$ cat config.mk
export PLATFORM = sky130hd
export DESIGN_NAME = corefifo_fwft_prefetch_flat
export DESIGN_NICKNAME = d
export VERILOG_FILES = /design/src/rtl/corefifo_fwft_prefetch_if.sv /design/src/rtl/corefifo_fwft_prefetch.sv /design/src/flat_wrapper.sv
export SDC_FILE = /design/constraint.sdc
export NUM_CORES = 1
export LEC_CHECK = 0
export BUFFER_PORTS_ARGS = -buffer_cell sky130_fd_sc_hd__buf_2
export CAP_MARGIN = 15
export CORE_ASPECT_RATIO = 1.75
export CORE_UTILIZATION = 45
export DETAILED_ROUTE_END_ITERATION = 10
export PLACE_DENSITY = 0.76
export SETUP_SLACK_MARGIN = 0.15
export SYNTH_ARGS = -nofsm -noshare
export SYNTH_HDL_FRONTEND = slang
export SYNTH_SLANG_ARGS = --single-unit
$ cat constraint.sdc
create_clock -name clk -period 2.7 [get_ports clk]
set_input_delay 0.405 -clock clk [delete_from_list [all_inputs] [get_ports clk]]
set_output_delay 0.405 -clock clk [all_outputs]
set_load 0.05 [all_outputs]
$ cat src/rtl/corefifo_fwft_prefetch_if.sv
// Signal bundle between the FWFT prefetch stage, the FIFO controller/RAM and the read-side user.
// The master modport is the prefetch stage itself; the slave modport is its environment.
interface corefifo_fwft_prefetch_if #(
    parameter int RWIDTH   = 10,
    parameter int PF_DEPTH = 4
);
    localparam int CW = $clog2(PF_DEPTH + 1);

    logic              fifo_empty;
    logic              fifo_rd_en;
    logic [RWIDTH-1:0] fifo_dout;
    logic              flush;
    logic              rd_en;
    logic [RWIDTH-1:0] dout;
    logic              empty;
    logic              aempty;
    logic              dvld;
    logic [CW-1:0]     occupancy;
    logic              underflow;

    modport master (
        input  fifo_empty, fifo_dout, flush, rd_en,
        output fifo_rd_en, dout, empty, aempty, dvld, occupancy, underflow
    );

    modport slave (
        output fifo_empty, fifo_dout, flush, rd_en,
        input  fifo_rd_en, dout, empty, aempty, dvld, occupancy, underflow
    );
endinterface

$ cat src/rtl/corefifo_fwft_prefetch.sv
// First-word-fall-through read stage: reads the FIFO RAM ahead of demand into a small
// prefetch buffer so the head word is always presented, hiding a RAM latency of 1..3 cycles.
module corefifo_fwft_prefetch #(
    parameter int RWIDTH        = 10,
    parameter int RAM_LAT       = 1,
    parameter int PF_DEPTH      = 4,
    parameter int AEMPTY_THRESH = 1
) (
    input  logic                         clk,
    input  logic                         reset_rclk,
    corefifo_fwft_prefetch_if.master     bus
);
    localparam int CW = $clog2(PF_DEPTH + 1);
    localparam int PW = $clog2(PF_DEPTH);

    logic [RWIDTH-1:0] mem [PF_DEPTH];
    logic [PW-1:0]     rd_ptr;
    logic [PW-1:0]     wr_ptr;
    logic [CW-1:0]     occ_q;
    logic [CW-1:0]     inflight_q;
    logic [RAM_LAT-1:0] pipe;
    logic              empty_q;
    logic              aempty_q;
    logic              underflow_q;

    logic              pop;
    logic              ret_wr;
    logic              issue;
    logic [CW:0]       credit;
    logic [CW-1:0]     occ_next;
    logic [CW-1:0]     inflight_next;

    // Credit counts buffered plus in-flight words, so a read is only issued when a slot is
    // guaranteed free on return; this is what makes buffer overflow impossible.
    always_comb begin
        pop           = bus.rd_en & ~empty_q;
        ret_wr        = pipe[RAM_LAT-1];
        credit        = {1'b0, occ_q} + {1'b0, inflight_q} - (CW+1)'(pop);
        issue         = ~bus.fifo_empty & ~bus.flush & (credit < (CW+1)'(PF_DEPTH));
        occ_next      = occ_q + CW'(ret_wr) - CW'(pop);
        inflight_next = inflight_q + CW'(issue) - CW'(ret_wr);
    end

    always_ff @(posedge clk or posedge reset_rclk) begin
        if (reset_rclk) begin
            rd_ptr      <= '0;
            wr_ptr      <= '0;
            occ_q       <= '0;
            inflight_q  <= '0;
            pipe        <= '0;
            empty_q     <= 1'b1;
            aempty_q    <= 1'b1;
            underflow_q <= 1'b0;
            for (int i = 0; i < PF_DEPTH; i++) begin
                mem[i] <= '0;
            end
        end else if (bus.flush) begin
            // Late returns are dropped simply by clearing their valid bits in the return pipe.
            rd_ptr      <= wr_ptr;
            occ_q       <= '0;
            inflight_q  <= '0;
            pipe        <= '0;
            empty_q     <= 1'b1;
            aempty_q    <= 1'b1;
            underflow_q <= 1'b0;
        end else begin
            pipe[0] <= issue;
            for (int i = 1; i < RAM_LAT; i++) begin
                pipe[i] <= pipe[i-1];
            end
            if (ret_wr) begin
                mem[wr_ptr] <= bus.fifo_dout;
                wr_ptr      <= wr_ptr + PW'(1);
            end
            if (pop) begin
                rd_ptr <= rd_ptr + PW'(1);
            end
            occ_q       <= occ_next;
            inflight_q  <= inflight_next;
            empty_q     <= (occ_next == '0);
            aempty_q    <= (occ_next <= CW'(AEMPTY_THRESH));
            underflow_q <= bus.rd_en & empty_q;
        end
    end

    assign bus.fifo_rd_en = issue;
    assign bus.dout       = mem[rd_ptr];
    assign bus.empty      = empty_q;
    assign bus.aempty     = aempty_q;
    assign bus.dvld       = ~empty_q;
    assign bus.occupancy  = occ_q;
    assign bus.underflow  = underflow_q;
endmodule

$ cat src/flat_wrapper.sv
// flat-port wrapper written by rule: the top's interface ports become plain ports
module corefifo_fwft_prefetch_flat 
#(
    parameter int RWIDTH        = 10,
    parameter int RAM_LAT       = 1,
    parameter int PF_DEPTH      = 4,
    parameter int AEMPTY_THRESH = 1
)
  (clk, reset_rclk, bus_fifo_empty, bus_fifo_dout, bus_flush, bus_rd_en, bus_fifo_rd_en, bus_dout, bus_empty, bus_aempty, bus_dvld, bus_occupancy, bus_underflow);
  corefifo_fwft_prefetch_if #(.RWIDTH(RWIDTH), .PF_DEPTH(PF_DEPTH)) bus_i ();
  input  logic clk;
  input  logic reset_rclk;
  input wire logic [$bits(bus_i.fifo_empty)-1:0] bus_fifo_empty;
  input wire logic [$bits(bus_i.fifo_dout)-1:0] bus_fifo_dout;
  input wire logic [$bits(bus_i.flush)-1:0] bus_flush;
  input wire logic [$bits(bus_i.rd_en)-1:0] bus_rd_en;
  output wire logic [$bits(bus_i.fifo_rd_en)-1:0] bus_fifo_rd_en;
  output wire logic [$bits(bus_i.dout)-1:0] bus_dout;
  output wire logic [$bits(bus_i.empty)-1:0] bus_empty;
  output wire logic [$bits(bus_i.aempty)-1:0] bus_aempty;
  output wire logic [$bits(bus_i.dvld)-1:0] bus_dvld;
  output wire logic [$bits(bus_i.occupancy)-1:0] bus_occupancy;
  output wire logic [$bits(bus_i.underflow)-1:0] bus_underflow;
  assign bus_i.fifo_empty = bus_fifo_empty;
  assign bus_i.fifo_dout = bus_fifo_dout;
  assign bus_i.flush = bus_flush;
  assign bus_i.rd_en = bus_rd_en;
  assign bus_fifo_rd_en = bus_i.fifo_rd_en;
  assign bus_dout = bus_i.dout;
  assign bus_empty = bus_i.empty;
  assign bus_aempty = bus_i.aempty;
  assign bus_dvld = bus_i.dvld;
  assign bus_occupancy = bus_i.occupancy;
  assign bus_underflow = bus_i.underflow;
  corefifo_fwft_prefetch #(.RWIDTH(RWIDTH), .RAM_LAT(RAM_LAT), .PF_DEPTH(PF_DEPTH), .AEMPTY_THRESH(AEMPTY_THRESH)) u_core (.clk(clk), .reset_rclk(reset_rclk), .bus(bus_i));
endmodule
== Word level (Yosys, flattened, before mapping) ==
Index checks and enable logic that the tools add are counted.

* Multiplexer cells: 14
* Bitwise logic cells: 9
* Order comparisons: 5
* Add/subtract/negate cells: 8
* Reductions and logical operators: 4

{| class="wikitable"
|+ Operator list
! cell !! count
|-
| $bwmux 40 || 1
|-
| $mux 10 || 3
|-
| $bmux 10 s2 || 1
|-
| $demux 10 s2 || 1
|-
| $add 3x1->3 || 2
|-
| $ge 3x3->1 const B || 2
|-
| $mux 3 || 2
|-
| $not 2->3 || 2
|-
| $sub 3x1->3 || 2
|-
| $add 2x1->2 const B || 2
|-
| $add 3x3->4 || 1
|-
| $and 1x1->1 || 4
|-
| $lt 4x3->1 const B || 1
|-
| $mux 1 || 4
|-
| $mux 2 || 2
|-
| $sub 4x1->4 || 1
|-
| $le 3x1->1 const B || 1
|-
| $logic_not 3->1 || 1
|-
| $lt 3x1->1 const B || 1
|-
| $not 1->1 || 3
|-
| $reduce_and 2->1 || 1
|-
| $reduce_bool 2->1 || 1
|-
| $logic_and 1x1->1 || 1
|}

* Input port bits: 15
* Output and inout port bits: 18
* Bits in registers: 54
* Word-level logic and storage cells: 52

== Longest topological paths before layout ==
Gate-level depths: netlist of run 1.

* Depth after elaboration: 8
* Mapped depth: 14
* Mapped depth without buffers: 14

== Worst setup path before layout of run 1 ==
OpenSTA, ideal clock, no wires.

* Path kind: register -> register
* From: reg u_core.occ_q[2], in the netlist u_core.bus.occupancy[2]
* To: reg u_core.inflight_q[2]
* Stages on the path, launching flop included: 15
* Period minus slack after synthesis: 3.173 ns
* Path slack: -0.473 ns
* Required time: 2.569 ns
* Arrival: 3.042 ns
* Library setup time: 0.131 ns
* Path through: dfrtp_1 inv_1 ha_1 inv_1 ha_1 or3_1 nor3_1 o31ai_1 ha_1 inv_1 ha_1 inv_1 fa_1 xnor2_1 nor2_1

* Word-level cells in the longest chain between the ends: 7

{| class="wikitable"
|+ RTL lines
! item !! line !! source
|-
| start: declaration || corefifo_fwft_prefetch.sv:19 || <nowiki>logic [CW-1:0] occ_q;</nowiki>
|-
| start signal: assignment || corefifo_fwft_prefetch.sv:78 || <nowiki>occ_q <= occ_next;</nowiki>
|-
| $add 3x3->4 || corefifo_fwft_prefetch.sv:38 || <nowiki>credit = {1'b0, occ_q} + {1'b0, inflight_q} - (CW+1)'(pop);</nowiki>
|-
| $sub 4x1->4 || corefifo_fwft_prefetch.sv:38 ||
|-
| $lt 4x3->1 || corefifo_fwft_prefetch.sv:39 || <nowiki>issue = ~bus.fifo_empty & ~bus.flush & (credit < (CW+1)'(PF_DEPTH));</nowiki>
|-
| $and 1x1->1 || corefifo_fwft_prefetch.sv:39 ||
|-
| $add 3x1->3 || corefifo_fwft_prefetch.sv:41 || <nowiki>inflight_next = inflight_q + CW'(issue) - CW'(ret_wr);</nowiki>
|-
| $sub 3x1->3 || corefifo_fwft_prefetch.sv:41 ||
|-
| $mux 3 || corefifo_fwft_prefetch.sv:57 || <nowiki>end else if (bus.flush) begin</nowiki>
|-
| end signal: assignment || corefifo_fwft_prefetch.sv:79 || <nowiki>inflight_q <= inflight_next;</nowiki>
|-
| end: declaration || corefifo_fwft_prefetch.sv:20 || <nowiki>logic [CW-1:0] inflight_q;</nowiki>
|}

Every way passes these cells.
A chain may end at the register's enable or synchronous reset.

== Final worst setup path of run 1 ==
* From: reg u_core.empty_q, in the netlist u_core.bus.empty
* To: out bus_fifo_rd_en

* Word-level cells in the longest chain between the ends: 5

{| class="wikitable"
|+ RTL lines
! item !! line !! source
|-
| start: declaration || corefifo_fwft_prefetch.sv:22 || <nowiki>logic empty_q;</nowiki>
|-
| start signal: assignment || corefifo_fwft_prefetch.sv:80 || <nowiki>empty_q <= (occ_next == '0);</nowiki>
|-
| $not 1->1 || corefifo_fwft_prefetch.sv:36 || <nowiki>pop = bus.rd_en & ~empty_q;</nowiki>
|-
| $and 1x1->1 || corefifo_fwft_prefetch.sv:36 ||
|-
| $sub 4x1->4 || corefifo_fwft_prefetch.sv:38 ||
|-
| $lt 4x3->1 || corefifo_fwft_prefetch.sv:39 ||
|-
| $and 1x1->1 || corefifo_fwft_prefetch.sv:39 ||
|-
| end: declaration || flat_wrapper.sv:17 || <nowiki>output wire logic [$bits(bus_i.fifo_rd_en)-1:0] bus_fifo_rd_en;</nowiki>
|}

Every way passes these cells.

==> impl_metrics.toml, run 1 <==
[yosys]
syn_inst = 179
synth_area_um2 = 2780
synth_top_cell_by_area = "dfrtp_1"
synth_edf_count = 0
synthTopCellsByArea = "dfrtp_1 (47%), mux2_4 (22%), mux4_2 (8.1%), ha_1 (5.4%), nand2_8 (2.9%)"
ys.flop_type = "dfrtp_1"
synth.distinct_cells = 28
ys_seq_area_share_pct = 48.69
async_reset_ff_share_pct = 100.0
syn_nets = 208
avgSynthCellArea_um2 = 15.53
ys_ff_latch = 54
synth_top_area_share_pct = 46.80
ys_warn_count = 0

[floorplan]
row_count = 37
ios = 33
core_area_um2 = 5926
die_w_um = 61.42
die_area_um2 = 6509
start_util_pct = 46.92
die_y_um = 106.0

[sta]
setup_tns_ns = -0.4563
fin_crit_sh_pct = 107.2
skew_ns = 0.008945
fmax_mhz = 345.5
setup_ws_ns = -0.1944
finalSetupViolCount = 3
max_slew_margin_pct = 62.07
whs_ns = 0.1426
tightest_slew_ns = 0.5682
rsz0062_at_grt = "yes"
hold_viol = 0
slew_violations = 0
period_minus_slack_ns = 2.894

[critical_path]
crit_required_ns = 2.30
worstPathCellList = "nor2b_4 -> ha_4 -> inv_2 -> ha_4 -> and3b_2 -> o211a_1 -> buf_4 -> buf_6 -> o31a_4 -> buf_8"
critical-path-top-delay-family = "flip-flops"
critPathMostFrequentCell = "ha_4"
end_kind = "primary output"
cp-startpoint = "u_core.bus.empty"
worstPathMaxFanout = 3
timing.rr.start = "u_core.bus.empty"
cp-start-kind = "flip-flop"
cpPeakStageDelay_ns = 0.56
critical-path-slowest-cell = "dfstp_2"
crit_type = "flip-flop to primary output"
crit_buf_inv = 4
r2r_slack_ns = -0.14
arrival_ns = 2.49

[clocking]
htree_num_levels = 2
cts_hold_buf = 0
tritoncts = "built"
clkLatencyLatePin_ns = 0.31
clkTransAtPathRegs_ns = 0.10
clockBufferDepth = 2
numCtsBuffers = 5
clock-sinks = 54
cts_root_buf = "clkbuf_8"

[placed_design]
dp_cells = 302
gp_congestion = 0.7340
post-dp-hpwl_mm = 3.596
io_buffers = 32

[global_routing]
overflow = 0
grtUsageTotal_pct = 17.84
grt_max_degree = 28
antenna_found_initial = 0
grt_pass1_wl_mm = 8.487
grt_pass1_vias = 1727

[final_layout]
multi_input_area_um2 = 1444
drive_above_1_share_pct = 60.00
area_delta_synth_final_pct = 21.60
fin_nets = 264
fill_cells = 506
mostFrequentLayoutCells = "dfrtp_1 (50), mux2_4 (40), buf_2 (31), buf_4 (20), inv_1 (11)"
fin_util_pct = 57.05
post_layout_nonfiller_instances = 313
layout_commonest_cell = "dfrtp_1"
regArea_um2 = 1356
antennaDiodeCount = 0

[detailed_routing]
drt-wirelength-per-cell_um = 16.39
drt-total-wl_mm = 5.131
firstDrtPassIters = 4
drc = 0
num_vias = 1569
via_per_inst = 5.013
antenna_left = 0
first_iter_violations = 57

[job]
maxCapViolations = 0

[hold_path]
hold_class = "input pin to async pin"

[status]
status = "finished with violations"
violations = "negative setup slack"

[power_and_ir_drop]
max-vdd-ir-drop_v = 0.0007014
power.total_mw = 4.278
leakagePower_nw = 1.714
p_per_area_nw_per_um2 = 1265
-- power breakdown --
part	switching (mW)	internal, mW	total, mW
combinational	1.24	1.20	2.44
clock	0.265	0.178	0.442
sequential	0.244	1.15	1.40
-- per-layer routing --
| metal | global-route usage, % | wire length, um |
|---|---|---|
| met5 | 0 | 0 |
| met2 | 30.90 | 2732 |
| met3 | 3.771 | 175 |
| met4 | 5.556 | 68 |
| met1 | 21.35 | 2154 |
-- synth_stat cells, types with 3 or more instances --
library cell and number:
dfrtp_1 52, ha_1 12, inv_1 18, mux2_4 40
mux4_2 10, nand2_1 4, nand2_8 4, nor2_1 8
o21ai_0 3, xnor2_1 3
-- registers in the layout, indices dropped and copies added, names as in the netlist --
| register | cells |
|---|---|
| u_core.bus.underflow | 1 |
| u_core.bus.occupancy | 3 |
| u_core.wr_ptr | 2 |
| u_core.pipe | 1 |
| u_core.rd_ptr | 2 |
| u_core.bus.aempty | 1 |
| u_core.mem | 40 |
| u_core.inflight_q | 3 |
| u_core.bus.empty | 1 |
-- kinds of logic (layout without fill, tap and decap cells) --
kind of cell    count (synthesis)  count (layout)  synth area share, %
mux                            50              50                29.70
compound gates                  8               8                2.115
fa+ha+maj                      14              14                6.841
xor+xnor                        6               6                2.385
simple gates                   25              25                6.706
flops                          54              54                48.69
buf+inv                        22              78                3.555
-- per-stage QoR --
step | worst slack [ns] | area (um^2)
4_1_cts | -0.1513 | 3278
2_1_floorplan | -0.2788 | 2794
3_5_place_dp | -0.3064 | 3148
5_1_grt | -0.2540 | 3381
3_3_place_gp | -0.1893 | 3148
6_report | -0.1944 | 3381
-- what timing repair did --
action,4_1_cts,5_1_grt
pin swaps,5,5
hold endpoints to repair,0,0
setup endpoints to repair,3,4
gates resized for setup,8,18
setup buffers,1,3
-- final cells by class --
class	instances	area share, %
timing repair buffer	53	9.808
tap	78	2.887
clock inverter	2	0.4441
sequential	54	40.12
multi-input combinational	103	42.71
inverter	18	1.999
clock buffer	5	2.036
-- path summary, 6_finish.rpt --
kind | to | cells after the start
min | u_core.mem[30] | 2
max | bus_fifo_rd_en | 10
min reg2reg | u_core.mem[19] | 1
min in group clk | u_core.mem[32] | 2
max in group asynchronous | u_core.mem[19] | 3
max reg2reg | u_core.inflight_q[1] | 13
-- worst register-to-register path, cell delays in order (launching register included) --
cell and delay, ns:
dfstp_2 0.56, nor2b_4 0.05, ha_4 0.16, inv_2 0.06, ha_4 0.18, and3b_2 0.22
o211a_1 0.24, o31ai_2 0.21, ha_1 0.28, inv_2 0.07, ha_4 0.12, inv_2 0.03
fa_2 0.50, nor2_1 0.04
No activity file was read; power rests on OpenSTA's default activity.
==> inputs of run 2 (changes only) <==
--- a/config.mk
+++ b/config.mk
@@ -7,10 +7,12 @@
 export LEC_CHECK = 0
 export BUFFER_PORTS_ARGS = -buffer_cell sky130_fd_sc_hd__buf_2
 export CAP_MARGIN = 15
+export CELL_PAD_IN_SITES_DETAIL_PLACEMENT = 0
+export CELL_PAD_IN_SITES_GLOBAL_PLACEMENT = 2
 export CORE_ASPECT_RATIO = 1.75
-export CORE_UTILIZATION = 45
+export CORE_UTILIZATION = 38
 export DETAILED_ROUTE_END_ITERATION = 10
-export PLACE_DENSITY = 0.76
+export PLACE_DENSITY = 0.85
 export SETUP_SLACK_MARGIN = 0.15
 export SYNTH_ARGS = -nofsm -noshare
 export SYNTH_HDL_FRONTEND = slang
==> impl_metrics.toml, run 2 (synthesis gave the netlist of run 1 again) <==
[clocking]
cts_hold_buf = 0
numCtsBuffers = 5
clkTransAtPathRegs_ns = 0.07
clock-sinks = 54
clockBufferDepth = 2
tritoncts = "built"
cts_root_buf = "clkbuf_16"
clkLatencyLatePin_ns = 0.29
htree_num_levels = 2

[critical_path]
crit_required_ns = 2.88
worstPathMaxFanout = 2
end_kind = "flip-flop"
timing.rr.start = "u_core.bus.empty"
cp-startpoint = "u_core.bus.empty"
critical-path-slowest-cell = "dfstp_2"
crit_buf_inv = 17
cp-start-kind = "flip-flop"
critical-path-top-delay-family = "buffers and inverters"
cpPeakStageDelay_ns = 0.56
worstPathCellList = "nor2b_4 -> buf_4 -> buf_6 -> buf_6 -> buf_6 -> buf_6 -> buf_4 -> buf_6 -> buf_6 -> buf_4 -> buf_4 -> buf_6 -> buf_6 -> buf_4 -> buf_4 -> buf_4 -> buf_4 -> buf_6 -> xnor2_2 -> o21ai_1"
arrival_ns = 3.04
critPathMostFrequentCell = "buf_6"
crit_type = "flip-flop to flip-flop"

[global_routing]
grt_pass1_vias = 1885
grt_max_degree = 32
antenna_found_initial = 0
grtUsageTotal_pct = 16.46
overflow = 0
grt_pass1_wl_mm = 9.349

[detailed_routing]
first_iter_violations = 80
drt-total-wl_mm = 5.544
drc = 0
via_per_inst = 4.883
firstDrtPassIters = 2
drt-wirelength-per-cell_um = 16.60
antenna_left = 0
num_vias = 1631

[power_and_ir_drop]
pwr-share-clk_pct = 15.8
pwr-share-comb_pct = 54.5
p_int_mw = 2.846
p_sw_share_pct = 38.54
p_per_area_nw_per_um2 = 1281
max-vdd-ir-drop_v = 0.0006990
leakagePower_nw = 1.854
p_switching_mw = 1.785
power.total_mw = 4.631
seqPwrFrac_pct = 29.6

[job]
maxCapViolations = 0

[final_layout]
fill_cells = 583
regMostFlops = "u_core.mem"
layout_commonest_cell = "dfrtp_1"
drive_above_1_share_pct = 61.60
mostFrequentLayoutCells = "dfrtp_1 (50), mux2_4 (40), buf_2 (31), buf_4 (24), inv_1 (13)"
fin_nets = 278
largest_register_ffs = 40
antennaDiodeCount = 0
area_delta_synth_final_pct = 30.02

[sta]
hold_viol = 0
rsz0062_at_grt = "yes"
slew_violations = 0
whs_ns = 0.2241
finalSetupViolCount = 4
tightest_slew_ns = 0.7055
max_slew_margin_pct = 52.90
fmax_mhz = 349.3
skew_ns = 0.004438
fin_crit_sh_pct = 106.0
period_minus_slack_ns = 2.863
setup_ws_ns = -0.1628

[status]
status = "finished with violations"
violations = "negative setup slack"

[floorplan]
die_y_um = 115.2
die_w_um = 66.66
ios = 33
row_count = 40
die_area_um2 = 7676
core_area_um2 = 6957
start_util_pct = 39.96

[hold_path]
hold_class = "input pin to async pin"

[placed_design]
post-dp-hpwl_mm = 3.571
gp_congestion = 0.6868
io_buffers = 32
[run 2: cell count changes in the layout (fill, tap and decap cells not counted), moves of 2 or more]
cell / delta
buf_6: +9
clkbuf_16: +5
clkbuf_8: -5
buf_4: +4
clkinvlp_4: -2
inv_1: +2
inv_2: -2
[run 2: through the flow]
stage | setup TNS [ns] | util, % | setup slack, ns | cells | area (um^2)
6_report | -0.3965 | 51.96 | -0.1628 | 334 | 3615
5_1_grt | -0.7749 | 51.96 | -0.2461 | 334 | 3615
4_1_cts | -0.3138 | 50.63 | -0.1147 | 332 | 3522
3_5_place_dp | -0.5222 | 45.65 | -0.2882 | 309 | 3176
3_3_place_gp | -0.3222 | 45.65 | -0.1846 | 309 | 3176
2_1_floorplan | -0.5142 | - | -0.2788 | 179 | 2794
[run 2: layout make-up]
type | count | area, um^2 | share of cell area [%]
multi-input combinational | 103 | 1434 | 39.67
sequential | 54 | 1356 | 37.52
timing repair buffer | 67 | 483.0 | 13.36
clock buffer | 5 | 125.1 | 3.461
tap | 84 | 105.1 | 2.908
inverter | 18 | 67.56 | 1.869
clock inverter | 3 | 43.79 | 1.211
[run 2: worst paths after layout]
path	endpoint	depth (start not counted)	slack, ns
worst min register to register	u_core.mem[34]	1	0.51
worst max register to register	u_core.rd_ptr[0]	20	-0.16
worst max-delay path	u_core.rd_ptr[0]	20	-0.16
max in group asynchronous	u_core.mem[5]	3	1.91
worst min-delay path	u_core.mem[31]	2	0.22
min in group clk	u_core.mem[24]	2	0.39
[run 2: power by group through the flow]
stage,Combinational [mW],Clock [mW],Sequential [mW]
4_1_cts,2.41,0.756,1.37
3_3_place_gp,2.18,0,1.37
5_1_grt,2.72,0.780,1.42
3_5_place_dp,2.21,0,1.38
2_1_floorplan,1.65,0,1.43
6_report,2.52,0.733,1.37
[run 2: repair_timing]
item / CTS / global route
pin swaps: 5 / 4
hold endpoints to repair: 0 / 0
buffers inserted: 15 / 2
setup endpoints to repair: 3 / 5
gates resized for setup: 14 / 18
[run 2: layer usage]
layer | part of all wire [%] | GRT usage, %
met1 | 42 | 19.54
met2 | 52 | 28.08
met3 | 3.0 | 3.472
met4 | 3.3 | 7.092
met5 | 0 | 0
==> inputs of run 3 (changes only) <==
--- a/config.mk
+++ b/config.mk
@@ -5,14 +5,14 @@
 export SDC_FILE = /design/constraint.sdc
 export NUM_CORES = 1
 export LEC_CHECK = 0
-export BUFFER_PORTS_ARGS = -buffer_cell sky130_fd_sc_hd__buf_2
 export CAP_MARGIN = 15
 export CELL_PAD_IN_SITES_DETAIL_PLACEMENT = 0
 export CELL_PAD_IN_SITES_GLOBAL_PLACEMENT = 2
 export CORE_ASPECT_RATIO = 1.75
-export CORE_UTILIZATION = 38
+export CORE_UTILIZATION = 41
 export DETAILED_ROUTE_END_ITERATION = 10
-export PLACE_DENSITY = 0.85
+export DONT_BUFFER_PORTS = 1
+export PLACE_DENSITY = 0.84
 export SETUP_SLACK_MARGIN = 0.15
 export SYNTH_ARGS = -nofsm -noshare
 export SYNTH_HDL_FRONTEND = slang
==> impl_metrics.toml, run 3 (synthesis gave the netlist of run 1 again) <==
[detailed_routing]
via_per_inst = 5.204
firstDrtPassIters = 4
drt-total-wl_mm = 5.729
drc = 0
antenna_left = 0
first_iter_violations = 55
num_vias = 1556
drt-wirelength-per-cell_um = 19.16

[final_layout]
regArea_um2 = 1356
stdcell_area_um2 = 3357
fin_nets = 245
largest_register_ffs = 40
layout_commonest_cell = "dfrtp_1"
mostFrequentLayoutCells = "dfrtp_1 (50), mux2_4 (40), buf_4 (31), inv_1 (13), mux4_2 (10)"
area_delta_synth_final_pct = 20.75
fin_util_pct = 51.34
fill_cells = 562
drive_above_1_share_pct = 54.84
regMostFlops = "u_core.mem"
antennaDiodeCount = 0
multi_input_area_um2 = 1421

[power_and_ir_drop]
pwr-share-clk_pct = 14.4
p_per_area_nw_per_um2 = 1292
leakagePower_nw = 1.682
seqPwrFrac_pct = 33.3
p_sw_share_pct = 40.31
pwr-share-comb_pct = 52.3
p_switching_mw = 1.749
p_int_mw = 2.590
max-vdd-ir-drop_v = 0.0008442
power.total_mw = 4.338

[global_routing]
grt_pass1_vias = 1802
overflow = 0
grtUsageTotal_pct = 17.44
grt_pass1_wl_mm = 9.328
antenna_found_initial = 0
grt_max_degree = 31

[sta]
slew_violations = 0
fin_crit_sh_pct = 105.7
skew_ns = 0.008237
period_minus_slack_ns = 2.853
fmax_mhz = 350.5
setup_tns_ns = -0.5571
rsz0062_at_grt = "yes"
tightest_slew_ns = 0.8532
max_slew_margin_pct = 42.86
finalSetupViolCount = 4
setup_ws_ns = -0.1531
hold_viol = 0

[critical_path]
cp-start-kind = "flip-flop"
critical-path-slowest-cell = "dfstp_2"
end_kind = "flip-flop"
worstPathCellList = "nor2b_4 -> buf_4 -> buf_4 -> buf_4 -> buf_4 -> buf_4 -> buf_4 -> buf_4 -> buf_4 -> buf_4 -> buf_4 -> buf_4 -> buf_4 -> buf_4 -> buf_4 -> buf_4 -> buf_6 -> xnor2_2 -> o21ai_1"
crit_type = "flip-flop to flip-flop"
arrival_ns = 3.07
cpPeakStageDelay_ns = 0.57
worstPathMaxFanout = 2
critPathMostFrequentCell = "buf_4"
crit_required_ns = 2.92

[status]
violations = "negative setup slack"
status = "finished with violations"

[clocking]
clockBufferDepth = 2
numCtsBuffers = 5
clkLatencyLatePin_ns = 0.29
clock-sinks = 54
clkTransAtPathRegs_ns = 0.07
htree_num_levels = 2
tritoncts = "built"
cts_root_buf = "clkbuf_16"
cts_hold_buf = 0

[floorplan]
die_w_um = 64.25
die_area_um2 = 7127
die_y_um = 110.9
row_count = 39
core_area_um2 = 6539
start_util_pct = 42.52
ios = 33

[placed_design]
gp_congestion = 0.7147
place_area_um2 = 2978
place_ws_ns = -0.1547
io_buffers = 0
post-dp-hpwl_mm = 3.818

[hold_path]
hold_class = "input pin to async pin"

[job]
maxCapViolations = 0
run 3: cell count changes in the layout (fill, tap and decap cells not counted), sizes merged:
cell and delta:
clkbuf +1, bufinv -1, buf -33, inv -1, clkinv +1
run 3: worst max-delay path: cells and delay by family (launching register included):
family	cells	cell delay, ns
xor+xnor	1	0.12
buf+inv	16	1.91
compound gates	1	0.12
simple gates	1	0.06
flops	1	0.57
run 3: final cells by class:
class	count	area share, %
clock buffer	6	3.839
sequential	54	40.40
clock inverter	2	0.4100
inverter	18	2.013
multi-input combinational	103	42.34
tap	82	3.056
timing repair buffer	34	7.939
run 3: layer usage:
metal  wire [um]  vias to the layer above  global-route usage, %
li1            -                      694                      -
met1        2169                      809                  19.88
met2        3262                       42                  31.51
met3         209                       11                  3.601
met4          87                        0                  5.630
met5           0                        -                      0
run 3: worst paths after layout:
kind / from / end / slack, ns / cells after the start
max in group asynchronous: reset_rclk / u_core.inflight_q[1] / 1.87 / 2
setup reg to reg: u_core.bus.empty / u_core.rd_ptr[0] / -0.15 / 19
hold / removal: reset_rclk / u_core.mem[15] / 0.04 / 1
setup / recovery: u_core.bus.empty / u_core.rd_ptr[0] / -0.15 / 19
hold reg to reg: u_core.mem[33] / u_core.mem[33] / 0.51 / 1
min in group clk: bus_flush / u_core.bus.occupancy[0] / 0.17 / 1
run 3: power by group through the flow:
stage / logic (mW) / registers, mW / clock network (mW)
6_report: 2.27 / 1.45 / 0.623
5_1_grt: 2.42 / 1.49 / 0.674
4_1_cts: 2.23 / 1.45 / 0.647
3_5_place_dp: 2.00 / 1.46 / 0
3_3_place_gp: 1.94 / 1.42 / 0
2_1_floorplan: 1.65 / 1.43 / 0
run 3: metrics by stage:
step           hold slack, ns  instances
2_1_floorplan          0.4706        179
3_3_place_gp           0.3619        272
3_5_place_dp           0.3749        272
4_1_cts               0.06242        299
5_1_grt               0.08168        299
6_report              0.03951        299
run 3: timing repair:
action / in CTS / in global routing
pin swaps: 7 / 5
gates resized for setup: 16 / 5
hold endpoints to repair: 0 / 0
setup buffers: 19 / 0
endpoints found under the setup margin: 3 / 5
